$ cat config.mk
export PLATFORM = sky130hd
export DESIGN_NAME = debounce_filter
export DESIGN_NICKNAME = d
export VERILOG_FILES = /design/src/rtl/debounce_filter.sv
export SDC_FILE = /design/constraint.sdc
export NUM_CORES = 1
export LEC_CHECK = 0
export ABC_AREA = 0
export BUFFER_PORTS_ARGS = -buffer_cell sky130_fd_sc_hd__buf_2
export CORE_AREA = 2 2 39 41
export CTS_CLUSTER_SIZE = 25
export DETAILED_ROUTE_END_ITERATION = 8
export DIE_AREA = 0 0 41 43
export PLACE_DENSITY_LB_ADDON = 0.2
export SKIP_CTS_REPAIR_TIMING = 1
export SKIP_LAST_GASP = 1
export SYNTH_ARGS = -nofsm -noshare
export SYNTH_HDL_FRONTEND = slang
export SYNTH_SLANG_ARGS = --single-unit
$ cat constraint.sdc
create_clock -name clk -period 1.3 [get_ports clk]
set_input_delay 0.065 -clock clk [delete_from_list [all_inputs] [get_ports clk]]
set_output_delay 0.065 -clock clk [all_outputs]
set_load 0.02 [all_outputs]
$ cat src/rtl/debounce_filter.sv
// debounce_filter: per-bit debounce filter, output switches after DEBOUNCE_CYCLES consecutive differing enabled samples
module debounce_filter #(
  parameter int WIDTH = 1,
  parameter int DEBOUNCE_CYCLES = 4,
  parameter logic [WIDTH-1:0] INIT = '0
) (
  input  logic             clk,
  input  logic             nrst,
  input  logic             ena,
  input  logic [WIDTH-1:0] in,
  output logic [WIDTH-1:0] out,
  output logic [WIDTH-1:0] rise,
  output logic [WIDTH-1:0] fall
);
  localparam int CW = $clog2(DEBOUNCE_CYCLES + 1);
  localparam logic [0:0] IDLE = 1'b0;
  localparam logic [0:0] CHECK = 1'b1;
  for (genvar i = 0; i < WIDTH; i++) begin : g_ch
    logic [0:0] st;
    logic [CW-1:0] cnt;
    logic o, r, f, diff, done;
    assign diff = in[i] ^ o;
    // single-cycle filter switches straight from IDLE; otherwise the last count step switches
    assign done = diff && (DEBOUNCE_CYCLES == 1 || (st == CHECK && cnt == CW'(DEBOUNCE_CYCLES - 1)));
    always_ff @(posedge clk) begin
      if (!nrst) begin
        o <= INIT[i];
        st <= IDLE;
        cnt <= '0;
        r <= 1'b0;
        f <= 1'b0;
      end else begin
        r <= ena && done && in[i];
        f <= ena && done && !in[i];
        if (ena) begin
          if (!diff || done) begin
            st <= IDLE;
            cnt <= '0;
            o <= in[i];
          end else begin
            st <= CHECK;
            cnt <= cnt + 1'b1;
          end
        end
      end
    end
    assign out[i] = o;
    assign rise[i] = r;
    assign fall[i] = f;
  end
endmodule

==> out/results.ini <==
[die]
fp-row-count=14
die_w_um=41
start_util=0.2061
coreArea_um2=1384
die_footprint_um2=1763
io_pins=7
die_height_um=43

[sta]
finalClockSkew_ps=7.964
hold_viol=0
hold-worst-slack_ps=52.94
tightestPinTransition_ps=248.6
final.period_utilization=0.9288
slew-limit-headroom=0.8339
max_clock_freq_mhz=828.2
timing.setup.tns_ps=0
final_period_minus_worst_setup_slack_ps=1207
setup_violations=0
fin_worst_setup_slack_ps=92.58
maxSlewViolCount=0

[layout]
final_design_area_no_fill_um2=366.6
final_core_utilization=0.2649
antenna-diode-count=0
area_growth_pct=28.51
drive_above_1_share=0.2750
finalNonFillerCells=56
nNetsFinal=47

[detailed_routing]
route.detailed.vias_per_inst=4.393
route.detailed.drc=0
route.final.wire_length_um=581
drt_pre_antenna_iters=2
drt_iter0_drc=4
routedWlPerCell_um=10.38
ant_nets=0
vias=246

[synthesis]
synth-adder-area-share=0.08772
synth_unique_cells=13
synth.ff_latch_count=7
synth_seq_area_share=0.4912
synth_fp_nets=36
ys_warn_count=0
synth_top_family_by_area=simple AND/OR/NAND/NOR gates
synth_xor_area_frac=0.03070
synthMuxAreaShare=0.03509
syn_avg_cell_area_um2=9.509
synthesis.instances=30
synth_simple_gate_area_frac=0.2500
netlist_area_um2=285.3
synth_area_in_compound_gates=0.07895

[pwr]
total_power_mw=0.4358
share_comb_of_total_power=0.054
sw_frac_of_total=0.2047
seqPwrFrac=0.512
power_density_nw_per_um2=1189
clockPowerShare=0.434
vdd.ir_drop.worst_mv=0.3027
intPower_mw=0.3466
power.leakage_nw=0.1501
power.switching_mw=0.08920

[place]
post_dp_cell_area_um2=335.3
global_placement_routability_congestion=0.6045
port_buffers=6
placed_cells=52
dp_worst_setup_slack_ps=60.16
place.detailed.hpwl_um=467.1

[clock_tree]
cts_tree=done
cts_made_buffers=3
clk_pin_slew_ps=50
clock_tree.buffer_depth=2
clock_tree.root_cell=sky130_fd_sc_hd__clkbuf_4
clock_h_tree_levels=1
clock_latency_ps=250
clock_net_sink_count=7

[worst_setup_path]
critical_path.endpoint_type=register
timing.setup.critical_path_class=register to register
critical_path_peak_fanout=3
startpoint_types=register
cp.required_ps=1480
worst_ep_arrival_time_ps=1380

[flow_run]
max_cap_violations=0

[status]
outcome=finished, final reports clean

[global_routing]
grt_start_max_net_pins=7
global_route_total_usage_across_every_layer=0.09658
antenna_violations_before_repair=0
grt_pass1_vias=244
global_route.overflow_total=0
wire_length_of_the_first_global_routing_pass_um=993

[worst_hold_path]
timing.hold.worst.class=input port to register

==> logic make-up (layout without fill, tap and decap cells) <==
group           count (synthesis)  count (layout)
buf+inv                         2              12
xor+xnor                        1               1
flops                           7               7
simple gates                   13              13
mux                             1               1
compound gates                  4               4
fa+ha+maj                       2               2
==> critical path, cell delays in order (launching register included) <==
cell	delay, ps
sky130_fd_sc_hd__dfxtp_1	330
sky130_fd_sc_hd__ha_2	190
sky130_fd_sc_hd__ha_2	180
sky130_fd_sc_hd__nand2_1	90
sky130_fd_sc_hd__nand4_1	160
sky130_fd_sc_hd__o21ai_1	190
==> cells in the final DEF, fill, tap and decap left out <==
master	instances
sky130_fd_sc_hd__nand4_1	2
sky130_fd_sc_hd__xor2_1	1
sky130_fd_sc_hd__nand3_1	2
sky130_fd_sc_hd__inv_1	2
sky130_fd_sc_hd__nor2b_1	2
sky130_fd_sc_hd__o21ai_1	3
sky130_fd_sc_hd__nor3b_1	2
sky130_fd_sc_hd__nand2_1	4
sky130_fd_sc_hd__nand2b_1	1
sky130_fd_sc_hd__clkbuf_4	3
sky130_fd_sc_hd__mux2i_1	1
sky130_fd_sc_hd__buf_2	6
sky130_fd_sc_hd__dfxtp_1	7
sky130_fd_sc_hd__a21boi_1	1
sky130_fd_sc_hd__clkbuf_1	1
sky130_fd_sc_hd__ha_2	2
==> layout make-up <==
type,count,area [µm²]
tap,16,20.02
timing repair buffer,6,30.03
fill,148,1017
sequential,7,140.1
multi-input combinational,21,142.6
clock buffer,4,26.28
inverter,2,7.507
==> registers in the layout, indices dropped and copies added, names as in the netlist <==
signal / count
out: 1
g_ch.st: 1
g_ch.cnt: 3
rise: 1
fall: 1
==> path summary, 6_finish.rpt <==
check	slack [ps]	start	endpoint	depth (start not counted)
worst max-delay path	90	g_ch[0].cnt[0]	g_ch[0].cnt[0]	5
worst max register to register	90	g_ch[0].cnt[0]	g_ch[0].cnt[0]	5
worst min-delay path	50	in	fall	2
worst min register to register	460	g_ch[0].cnt[2]	g_ch[0].cnt[2]	2
==> per-layer routing <==
metal  track usage  wire, µm
met5             0         0
met4       0.08000         0
met3       0.07853        45
met2        0.1406       310
met1       0.07767       225
==> synthesized netlist by cell type, drive strengths merged <==
library cell  n  area, µm²
nand2b        1      6.260
nor3b         2      15.01
nand4         2      12.51
nand2         4      15.01
a21boi        1      7.510
dfxtp         7      140.1
nor2b         2      12.51
xor2          1      8.760
nand3         2      10.01
inv           2      7.510
o21ai         3      15.01
ha            2      25.02
mux2i         1      10.01
==> power groups by stage <==
stage,clock (mW),combinational (mW),sequential (mW)
6_report,0.189,0.0233,0.223
5_1_grt,0.219,0.0261,0.224
4_1_cts,0.202,0.0231,0.223
3_5_place_dp,0,0.0230,0.227
3_3_place_gp,0,0.0210,0.227
2_1_floorplan,0,0.0115,0.226
(Power assumes the default switching activity.)
